File: src/rtl/router_ctrl.sv
// router_ctrl: control plane of the 1x3 router.
//   Sequences header decode, payload and parity writes into three output FIFOs,
//   selects the target FIFO, stalls the source on full/busy, and runs per-port
//   read timeouts that soft-reset an output FIFO whose packet is not drained.
// Ports:
//   clock, reset (async, active-high)
//   pkt_valid, header_addr[1:0]       : source byte present / header target port
//   fifo_full[2:0], fifo_empty[2:0]   : per-FIFO status flags
//   read_enb[2:0]                     : downstream read enables
//   parity_done, low_pkt_valid        : handshakes from the register block
//   write_enb[2:0]                    : one-hot FIFO write enable
//   vld_out[2:0]                      : per-port data available (~fifo_empty)
//   soft_reset[2:0]                   : one-cycle pulse on read timeout
//   detect_add, lfd_state, ld_state, laf_state, full_state,
//   rst_int_reg, write_enb_reg, busy  : state decode strobes
module router_ctrl #(
    parameter int unsigned TIMEOUT = 30,
    parameter int unsigned CNT_W   = 5
) (
    input  logic       clock,
    input  logic       reset,
    input  logic       pkt_valid,
    input  logic [1:0] header_addr,
    input  logic [2:0] fifo_full,
    input  logic [2:0] fifo_empty,
    input  logic [2:0] read_enb,
    input  logic       parity_done,
    input  logic       low_pkt_valid,
    output logic [2:0] write_enb,
    output logic [2:0] vld_out,
    output logic [2:0] soft_reset,
    output logic       detect_add,
    output logic       lfd_state,
    output logic       ld_state,
    output logic       laf_state,
    output logic       full_state,
    output logic       rst_int_reg,
    output logic       write_enb_reg,
    output logic       busy
);

    typedef enum logic [2:0] {
        DECODE_ADDRESS,
        LOAD_FIRST_DATA,
        LOAD_DATA,
        LOAD_PARITY,
        FIFO_FULL_STATE,
        LOAD_AFTER_FULL,
        WAIT_TILL_EMPTY,
        CHECK_PARITY_ERROR
    } state_t;

    state_t           state, state_next;
    logic [1:0]       addr_q;
    logic [CNT_W-1:0] cnt [3];

    // Port select with address 3 mapping to 0 so it never indexes out of range.
    function automatic logic pick(input logic [2:0] v, input logic [1:0] a);
        case (a)
            2'd0:    pick = v[0];
            2'd1:    pick = v[1];
            2'd2:    pick = v[2];
            default: pick = 1'b0;
        endcase
    endfunction

    logic hdr_ok;
    assign hdr_ok  = pkt_valid && (header_addr != 2'd3);
    assign vld_out = ~fifo_empty;

    always_ff @(posedge clock or posedge reset) begin
        if (reset) begin
            state  <= DECODE_ADDRESS;
            addr_q <= '0;
        end else begin
            state <= state_next;
            if (state == DECODE_ADDRESS && hdr_ok)
                addr_q <= header_addr;
        end
    end

    always_comb begin
        state_next    = state;
        detect_add    = 1'b0;
        lfd_state     = 1'b0;
        ld_state      = 1'b0;
        laf_state     = 1'b0;
        full_state    = 1'b0;
        rst_int_reg   = 1'b0;
        write_enb_reg = 1'b0;
        busy          = 1'b1;
        case (state)
            DECODE_ADDRESS: begin
                detect_add = 1'b1;
                busy       = 1'b0;
                if (hdr_ok)
                    state_next = pick(fifo_empty, header_addr) ? LOAD_FIRST_DATA : WAIT_TILL_EMPTY;
            end
            LOAD_FIRST_DATA: begin
                lfd_state     = 1'b1;
                write_enb_reg = 1'b1;
                state_next    = LOAD_DATA;
            end
            LOAD_DATA: begin
                ld_state      = 1'b1;
                write_enb_reg = 1'b1;
                busy          = 1'b0;
                if (pick(fifo_full, addr_q))
                    state_next = FIFO_FULL_STATE;
                else if (!pkt_valid)
                    state_next = LOAD_PARITY;
            end
            FIFO_FULL_STATE: begin
                full_state = 1'b1;
                if (!pick(fifo_full, addr_q))
                    state_next = LOAD_AFTER_FULL;
            end
            LOAD_AFTER_FULL: begin
                laf_state     = 1'b1;
                write_enb_reg = 1'b1;
                if (parity_done)
                    state_next = DECODE_ADDRESS;
                else if (low_pkt_valid)
                    state_next = LOAD_PARITY;
                else
                    state_next = LOAD_DATA;
            end
            LOAD_PARITY: begin
                write_enb_reg = 1'b1;
                state_next    = CHECK_PARITY_ERROR;
            end
            CHECK_PARITY_ERROR: begin
                rst_int_reg = 1'b1;
                state_next  = pick(fifo_full, addr_q) ? FIFO_FULL_STATE : DECODE_ADDRESS;
            end
            WAIT_TILL_EMPTY: begin
                if (pick(fifo_empty, addr_q))
                    state_next = LOAD_FIRST_DATA;
            end
            default: state_next = DECODE_ADDRESS;
        endcase
        // Timeout on the active port abandons the packet from any state.
        if (state != DECODE_ADDRESS && pick(soft_reset, addr_q))
            state_next = DECODE_ADDRESS;
    end

    assign write_enb = write_enb_reg ? (3'b001 << addr_q) : 3'b000;

    // Per-port timeout: clearing at TIMEOUT-1 both emits the pulse and keeps
    // the counter from ever wrapping.
    always_ff @(posedge clock or posedge reset) begin
        if (reset) begin
            soft_reset <= '0;
            for (int unsigned i = 0; i < 3; i++)
                cnt[i] <= '0;
        end else begin
            for (int unsigned i = 0; i < 3; i++) begin
                if (vld_out[i] && !read_enb[i]) begin
                    if (cnt[i] == CNT_W'(TIMEOUT - 1)) begin
                        soft_reset[i] <= 1'b1;
                        cnt[i]        <= '0;
                    end else begin
                        soft_reset[i] <= 1'b0;
                        cnt[i]        <= cnt[i] + 1'b1;
                    end
                end else begin
                    soft_reset[i] <= 1'b0;
                    cnt[i]        <= '0;
                end
            end
        end
    end

endmodule

File: config.mk
export PLATFORM = sky130hd
export DESIGN_NAME = router_ctrl
export DESIGN_NICKNAME = d
export VERILOG_FILES = /design/src/rtl/router_ctrl.sv
export SDC_FILE = /design/constraint.sdc
export NUM_CORES = 1
export LEC_CHECK = 0
export BUFFER_PORTS_ARGS = -buffer_cell sky130_fd_sc_hd__buf_4
export CAP_MARGIN = 10
export CORE_MARGIN = 2
export CORE_UTILIZATION = 45
export DETAILED_ROUTE_END_ITERATION = 10
export GPL_ROUTABILITY_DRIVEN = 0
export PLACE_DENSITY = 0.74
export SYNTH_ARGS = -nofsm -noshare
export SYNTH_HDL_FRONTEND = slang
export SYNTH_SLANG_ARGS = --single-unit
File: constraint.sdc
create_clock -name clock -period 1.85 [get_ports clock]
set_input_delay 0.37 -clock clock [delete_from_list [all_inputs] [get_ports clock]]
set_output_delay 0.37 -clock clock [all_outputs]
set_load 0.01 [all_outputs]
### Word-level counts from Yosys, hierarchy flattened

Index checks and enable logic that the tools add are counted.

| operators by class | value |
|---|---|
| equality and inequality tests | 19 |
| reductions and logical operators | 16 |
| bitwise gates (word level) | 1 |
| add/subtract/negate cells | 3 |
| shift-type cells | 1 |
| mux-type cells | 42 |

Operators with widths:

| kind | number |
|---|---|
| $mux W5 | 6 |
| $mux W3 | 9 |
| $pmux W3 S8 | 1 |
| $mux W1 | 21 |
| $add A5 B1 Y5 const B | 3 |
| $eq A5 B5 Y1 const B | 3 |
| $eq A3 B3 Y1 const B | 4 |
| $pmux W1 S3 | 4 |
| $eq A3 B2 Y1 const B | 2 |
| $logic_and A1 B1 Y1 | 6 |
| $ne A3 B3 Y1 const B | 2 |
| $eq A2 B1 Y1 const B | 2 |
| $eq A2 B2 Y1 const B | 2 |
| $logic_not A2 Y1 | 2 |
| $ne A4 B4 Y1 const B | 1 |
| $reduce_and A4 Y1 | 1 |
| $reduce_or A4 Y1 | 1 |
| $eq A3 B1 Y1 const B | 1 |
| $logic_not A1 Y1 | 3 |
| $logic_not A3 Y1 | 1 |
| $ne A3 B2 Y1 const B | 1 |
| $not A3 Y3 | 1 |
| $reduce_bool A3 Y1 | 1 |
| $shl A1 B2 Y3 const A | 1 |
| other kinds (3) | 3 |

| word-level totals | value |
|---|---|
| output and inout port bits | 17 |
| word-level logic and storage cells | 88 |
| bits in registers | 23 |
| input bits | 16 |

### Depth between registers and ports, before layout

Gate-level depths: netlist of run 1.

| logic depth | value |
|---|---|
| depth after elaboration | 8 |
| gate-level depth with buffers | 7 |
| mapped depth without buffers | 5 |

### Worst setup path before layout of run 1

OpenSTA, ideal clock, no wires.

| timing path | value |
|---|---|
| path kind | reg-to-output |
| from | register state[1] |
| to | output port write_enb[2] |
| arrival time | 1.333 ns |
| buffers on the path | 1 |
| required time | 1.480 ns |
| setup slack | 0.147 ns |
| cell stages (with the launch flop) | 6 |
| cell sequence | dfrtp_1 > clkbuf_1 > nand2b_1 > a21boi_0 > inv_1 > and3_1 |

| between the ends | value |
|---|---|
| cells in the longest elaborated chain, start to end | 4 |
| elaborated cells on any way between the ends | 7 |
| those cells by class | eq/ne: 4; mux: 2; reduce/logical: 1 |

Ends and longest elaborated chain:

| element | RTL line | text |
|---|---|---|
| from (decl) | 53 | `state_t state, state_next;` |
| from (signal assigned) | 76 | `state <= state_next;` |
| $eq A3 B3 Y1 (tied with other cells) | 92 | `case (state)` |
| $reduce_or A4 Y1 (no source line) (*) | n/a |  |
| $mux W1 (*) | 92 |  |
| named net write_enb_reg | 38 | `output logic write_enb_reg,` |
| $mux W3 (*) | 147 | `assign write_enb = write_enb_reg ? (3'b001 << addr_q) : 3'b000;` |
| to (decl) | 29 | `output logic [2:0] write_enb,` |

Mark *: on every way through the listed nets, which the timed path passes. The rest lies on a longest branch.

### Worst setup path in the final report of run 1

| timing path | value |
|---|---|
| from | register state[1] |
| to | output port write_enb[0] |

| between the ends | value |
|---|---|
| cells in the longest elaborated chain, start to end | 4 |
| elaborated cells on any way between the ends | 7 |
| those cells by class | eq/ne: 4; mux: 2; reduce/logical: 1 |

Ends and longest elaborated chain:

| element | RTL line |
|---|---|
| $eq A3 B3 Y1 (tied with other cells) | 92 |
| $reduce_or A4 Y1 (no source line) (*) | n/a |
| $mux W1 (*) | 92 |
| $mux W3 (*) | 147 |

Mark *: on every way between the ends. The rest lies on a longest branch, timed or not.

==> flow_summary_export.csv, run 1 <==
group,metric,value,unit
floorplanning,start_util,0.479,
clock_tree,hold_buffers,0,
setup_path,worstPathMaxFanout,3,
final_layout,multi_input_area,761,um2
global_routing,globalRouteTotalUtil,0.199,
logic_synthesis,synth-seq-cells,23,
logic_synthesis,ys_seq_area_frac,0.428,
final_layout,area_growth,35.3,%
final_layout,antennaDiodeCount,0,
logic_synthesis,synth_area_per_cell,8.97,um2
power_and_ir_drop,vdd_drop_max,0.000585,V
floorplanning,fp-row-count,19,
run_status,failed_checks,"DRC",
sta,finalClockSkew,1.59,ps
global_routing,grt_max_degree,24,
sta,hold_viol_final,0,
sta,slew-limit-headroom,0.689,
drt,vias,1239,
logic_synthesis,ys.flop_type,"dfrtp_1",
setup_path,critPathRequiredTime,1480,ps
floorplanning,dieWidth,58.7,um
power_and_ir_drop,p_per_area,1260,nW/um2
logic_synthesis,synth.area.top_cells,"dfrtp_1 (43%), nor2_1 (8.4%), ha_1 (5.6%), xor2_1 (3.9%), mux2i_1 (3.7%)",
logic_synthesis,synth.distinct_cells,35,
clock_tree,clockRootBuffer,"clkbuf_4",
placement,hpwl,2190,um
global_routing,antenna_found_initial,0,
clock_tree,cts_max_path_buffers,2,
placement,detailedPlace.worstSlack,155,ps
logic_synthesis,synth-adder-area-share,0.0558,
logic_synthesis,synth_nets,172,
drt,wl_per_cell,14.3,um
sta,period_share,0.996,
logic_synthesis,synth_top_area_share,0.428,
final_layout,layout.nets,218,
final_layout,seq_area,581,um2
clock_tree,clkTransAtPathRegs,140,ps
logic_synthesis,synth_mux_area_frac,0.0679,
sta,slew_violations,0,
logic_synthesis,yosys_warnings,0,
drt,totalWireLength,3230,um
setup_path,start_kind,"flip-flop",
clock_tree,cts.sinks,23,
global_routing,overflow,0,
clock_tree,cts_tree,"done",
sta,rsz0062_at_grt,"true",
worst_hold_path,min_path_type,"in2async",
logic_synthesis,netlist_area,1350,um2
logic_synthesis,syn_inst,150,
drt,drtIter0Drc,52,
clock_tree,clk_latency,320,ps
sta,fin_tns_setup,0,ps
drt,drcViolationCount,4,
sta,period_needed,1840,ps
clock_tree,ctsHtreeMaxLevel,1,
logic_synthesis,ys_async_sr_fraction,1.00,
sta,max_freq,543,MHz
logic_synthesis,synthTopCellsByCount,"nor2_1 (30), dfrtp_1 (23), inv_1 (11)",
final_layout,n_fill_cell,221,
placement,io_buffers,32,
job,drv_cap,0,
final_layout,final_cell_area,1820,um2
logic_synthesis,synth_xor_area_frac,0.0586,
sta,setup_ws,7.80,ps
logic_synthesis,synth_compound_area_frac,0.0949,
floorplanning,io_pins,33,
sta,max_slew.worst_pin.slew,462,ps
setup_path,arrival,1470,ps
logic_synthesis,synth_area_leader_cell,"dfrtp_1",
logic_synthesis,synth-edff-count,0,
placement,dpl_cell_area,1640,um2
power_and_ir_drop,leakage,0.886,nW
global_routing,grt_pass1_wl,5180,um
setup_path,crit_path_end_kind,"output pin",
drt,viasPerCell,5.48,
floorplanning,dieArea,3440,um2
setup_path,worst-setup-path-type,"reg2out",
final_layout,layout-drive-gt1-share,0.354,
floorplanning,coreArea,2810,um2
sta,final-setup-viol-count,0,
clock_tree,numCtsBuffers,3,
power_and_ir_drop,totalPowerFinal,2.29,mW
run_status,status,"finished with violations",
global_routing,grt_pass1_vias,1148,
logic_synthesis,synth_most_common_cell,"nor2_1",
logic_synthesis,synth_top_family_by_area,"simple AND/OR/NAND/NOR gates",
floorplanning,die_h,58.7,um
drt,drt_pass1_iterations,7,
logic_synthesis,synth-simple-area-share,0.244,
drt,final_antenna_net_count,0,
## cells in the final DEF (no fill, tap or decap), types with 2 or more instances in the layout
| cell type | n |
|---|---|
| a21oi_1 | 6 |
| buf_4 | 40 |
| buf_6 | 6 |
| clkbuf_4 | 3 |
| dfrtp_1 | 19 |
| dfrtp_2 | 4 |
| ha_1 | 6 |
| inv_1 | 8 |
| inv_2 | 3 |
| mux2_4 | 2 |
| mux2i_1 | 5 |
| nand2_1 | 8 |
| nand2b_1 | 4 |
| nand3_1 | 7 |
| nand3b_1 | 3 |
| nand4_1 | 3 |
| nor2_1 | 28 |
| nor3_1 | 3 |
| nor3_4 | 2 |
| o21ai_0 | 3 |
| or3_1 | 2 |
| xnor2_1 | 3 |
| xor2_1 | 6 |
## stage by stage
step                      utilization  hold WS (ps)  std cells
after global placement          0.585           431        214
after global routing            0.649          76.2        226
final                           0.649          57.6        226
after floorplan                     -           372        150
after CTS                       0.612          63.3        220
after detailed placement        0.585           434        214
## worst paths after layout
kind	startpoint	end	slack [ps]	cells past startpoint
setup / recovery	state[1]$_DFFE_PP0P_	write_enb[0]	8	5
hold / removal	reset	cnt[6]$_DFF_PP0_	60	3
setup reg to reg	state[1]$_DFFE_PP0P_	state[1]$_DFFE_PP0P_	70	7
hold reg to reg	cnt[5]$_DFF_PP0_	cnt[5]$_DFF_PP0_	500	1
max in group asynchronous	reset	addr_q[1]$_DFFE_PP0P_	1550	3
min in group clock	read_enb[1]	soft_reset[1]$_DFF_PP0_	190	2
## critical path, stage by stage, from the launching register on
cell and delay, ps:
dfrtp_1 450, nand2b_4 170, a21boi_4 150, buf_6 130, nor3_4 130, buf_6 130
## layer usage
metal | vias to the layer above | track usage | wire [um]
met2 | 47 | 0.311 | 1590
met3 | 4 | 0.0571 | 260
met1 | 588 | 0.266 | 1350
met5 | - | 0 | 0
met4 | 0 | 0.0649 | 30
li1 | 600 | - | -
## final cells by class
class / instances / area share
clock buffers: 3 / 0.0124
well taps: 31 / 0.0213
flip-flops and latches: 23 / 0.319
repair buffers: 46 / 0.202
clock inverters: 1 / 0.00413
multi-input cells: 111 / 0.418
inverters: 11 / 0.0227
## kinds of logic after synthesis
family | after synthesis
simple gates | 69
flops | 23
compound gates | 19
buf+inv | 16
xor+xnor | 9
mux | 8
fa+ha+maj | 6
## what timing repair did
action / in CTS / in global routing
setup endpoints to repair: 4 / 7
buffers inserted: 2 / 6
pin swaps: 1 / 3
gates resized for setup: 9 / 17
## where the power goes
part	switching [mW]	leakage, nW	internal [mW]	total, mW
logic	0.637	0.568	0.702	1.34
registers	0.120	0.304	0.576	0.696
clock network	0.170	0.0139	0.0828	0.253
## flip-flops by register name (all words and copies together) (netlist names)
name        flops
addr_q          2
cnt            15
soft_reset      3
state           3
No activity file was read; power rests on OpenSTA's default activity.
==> run 2: changes to the inputs <==
--- a/config.mk
+++ b/config.mk
@@ -11,6 +11,7 @@
 export CORE_UTILIZATION = 45
 export DETAILED_ROUTE_END_ITERATION = 10
 export GPL_ROUTABILITY_DRIVEN = 0
+export GPL_TIMING_DRIVEN = 0
 export PLACE_DENSITY = 0.74
 export SYNTH_ARGS = -nofsm -noshare
 export SYNTH_HDL_FRONTEND = slang
==> flow_summary_export.csv, run 2 (synthesis gave the netlist of run 1 again) <==
group,metric,value,unit
clock_tree,cts.sinks,23,
sta,period_needed,1760,ps
final_layout,mostFrequentLayoutCell,"buf_4",
setup_path,worstPathMaxFanout,4,
setup_path,critPathRequiredTime,1480,ps
clock_tree,ctsHtreeMaxLevel,1,
floorplanning,die_h,58.7,um
final_layout,area_growth,26.8,%
global_routing,antenna_found_initial,0,
power_and_ir_drop,leakage,0.841,nW
global_routing,overflow,0,
floorplanning,coreArea,2810,um2
sta,max_freq,567,MHz
setup_path,reg2reg_slack,90,ps
power_and_ir_drop,p_per_area,1160,nW/um2
sta,hold_viol_final,0,
final_layout,reg_top3,"cnt: 15 flops, soft_reset: 3 flops, state: 3 flops",
placement,dpl_cell_area,1620,um2
power_and_ir_drop,clkPwrFrac,0.110,
sta,hold_slack,215,ps
global_routing,grt_pass1_wl,4490,um
placement,detailedPlace.worstSlack,-187,ps
placement,hpwl,2150,um
power_and_ir_drop,power_frac_comb,0.559,
sta,slew-limit-headroom,0.450,
setup_path,cp.depth,5,
sta,fin_tns_setup,0,ps
sta,setup_ws,85.6,ps
setup_path,cpPeakStageDelay,400,ps
setup_path,cpLargestDelayFamily,"flip-flops",
worst_hold_path,min_path_type,"in2async",
clock_tree,numCtsBuffers,3,
global_routing,grt_max_degree,24,
drt,viasPerCell,5.35,
power_and_ir_drop,power_frac_seq,0.330,
final_layout,n_fill_cell,265,
job,drv_cap,0,
setup_path,path_buf_inv,2,
clock_tree,clockRootBuffer,"clkbuf_4",
sta,slew_violations,0,
power_and_ir_drop,totalPowerFinal,1.98,mW
global_routing,grt_pass1_vias,1133,
drt,totalWireLength,2750,um
setup_path,r2r_end,"state[1]$_DFFE_PP0P_",
sta,final-setup-viol-count,0,
setup_path,start_kind,"flip-flop",
drt,drcViolationCount,4,
clock_tree,cts_max_path_buffers,2,
drt,drt_pass1_iterations,8,
floorplanning,dieArea,3440,um2
setup_path,crit_chain,"nand2b_4 -> a21boi_4 -> inv_2 -> and3_1 -> buf_4",
floorplanning,start_util,0.479,
final_layout,antennaDiodeCount,0,
drt,wl_per_cell,12.6,um
drt,drtIter0Drc,27,
final_layout,final_cell_area,1710,um2
setup_path,reg2reg_depth,6,
power_and_ir_drop,internal_power,1.20,mW
sta,max_slew.worst_pin.slew,824,ps
floorplanning,io_pins,33,
clock_tree,clk_latency,300,ps
power_and_ir_drop,netSwitchingFraction,0.392,
run_status,failed_checks,"DRC",
final_layout,largest_reg_flops,15,
power_and_ir_drop,p_sw,0.776,mW
setup_path,worst-setup-path-type,"reg2out",
drt,vias,1166,
setup_path,crit_path_end_kind,"output pin",
power_and_ir_drop,vdd_drop_max,0.000472,V
run_status,status,"finished with violations",
final_layout,layout.nets,210,
setup_path,arrival,1390,ps
placement,io_buffers,32,
clock_tree,clkTransAtPathRegs,120,ps
drt,final_antenna_net_count,0,
sta,period_share,0.954,
global_routing,globalRouteTotalUtil,0.167,
sta,finalClockSkew,13.0,ps
floorplanning,fp-row-count,19,
clock_tree,cts_tree,"done",
final_layout,layout-drive-gt1-share,0.283,
final_layout,regMostFlops,"cnt",
setup_path,timing.rr.start,"addr_q[1]$_DFFE_PP0P_",
floorplanning,dieWidth,58.7,um
setup_path,crit_path_top_delay_cell,"dfrtp_2",
final_layout,layout_common_cells,"buf_4 (35), nor2_1 (29), dfrtp_1 (21)",
## run 2: cell count changes in the layout (fill, tap and decap cells not counted), sizes merged
cell / delta
clkbuf: +2
clkinvlp: -1
buf: -9
## run 2: cell type report
type / count / area, um2 / share of cell area
Multi-Input combinational cell: 111 / 738 / 0.433
Sequential cell: 23 / 578 / 0.339
Timing Repair Buffer: 35 / 263 / 0.154
Inverter: 11 / 41.3 / 0.0242
Tap cell: 31 / 38.8 / 0.0227
Clock buffer: 4 / 26.3 / 0.0154
Buffer: 3 / 20.0 / 0.0117
## run 2: worst max-delay path by stage
stage / slack (ps) / startpoint / end
final: 90 / state[1]$_DFFE_PP0P_ / write_enb[2]
after global routing: -9 / state[2]$_DFFE_PP0P_ / write_enb[2]
after CTS: 8 / state[1]$_DFFE_PP0P_ / write_enb[2]
after detailed placement: -190 / state[1]$_DFFE_PP0P_ / write_enb[2]
after global placement: -130 / state[1]$_DFFE_PP0P_ / write_enb[2]
after floorplan: 150 / state[1]$_DFFE_PP0P_ / write_enb[2]
## run 2: worst register-to-register path, stage by stage (launching register included)
cell and delay (ps):
dfrtp_1 390, buf_6 140, mux2_4 310, mux2_4 280
or3_1 320, o31ai_1 80, o2bb2ai_1 140
## run 2: per-stage QoR
stage	utilization	instances
2_1_floorplan	-	150
3_3_place_gp	0.579	213
3_5_place_dp	0.579	213
4_1_cts	0.597	218
5_1_grt	0.608	218
6_report	0.608	218
## run 2: layer usage
metal,share of wire,wire [um],up-vias,GRT usage
li1,-,-,579,-
met1,0.45,1240,553,0.225
met2,0.48,1310,32,0.278
met3,0.063,172,2,0.0286
met4,0.0080,22,0,0.0487
met5,0,0,-,0
## run 2: timing repair
action,in CTS,in global routing
pin swaps,0,1
buffers inserted,2,1
gates resized for setup,5,7
hold buffers,0,0
endpoints found under the setup margin,8,7
## run 2: power by group through the flow
| stage | registers, mW | clock network (mW) | logic (mW) |
|---|---|---|---|
| 2_1_floorplan | 0.608 | 0 | 0.689 |
| 3_3_place_gp | 0.613 | 0 | 0.982 |
| 3_5_place_dp | 0.616 | 0 | 1.01 |
| 4_1_cts | 0.618 | 0.228 | 1.06 |
| 5_1_grt | 0.666 | 0.246 | 1.22 |
| 6_report | 0.653 | 0.218 | 1.11 |
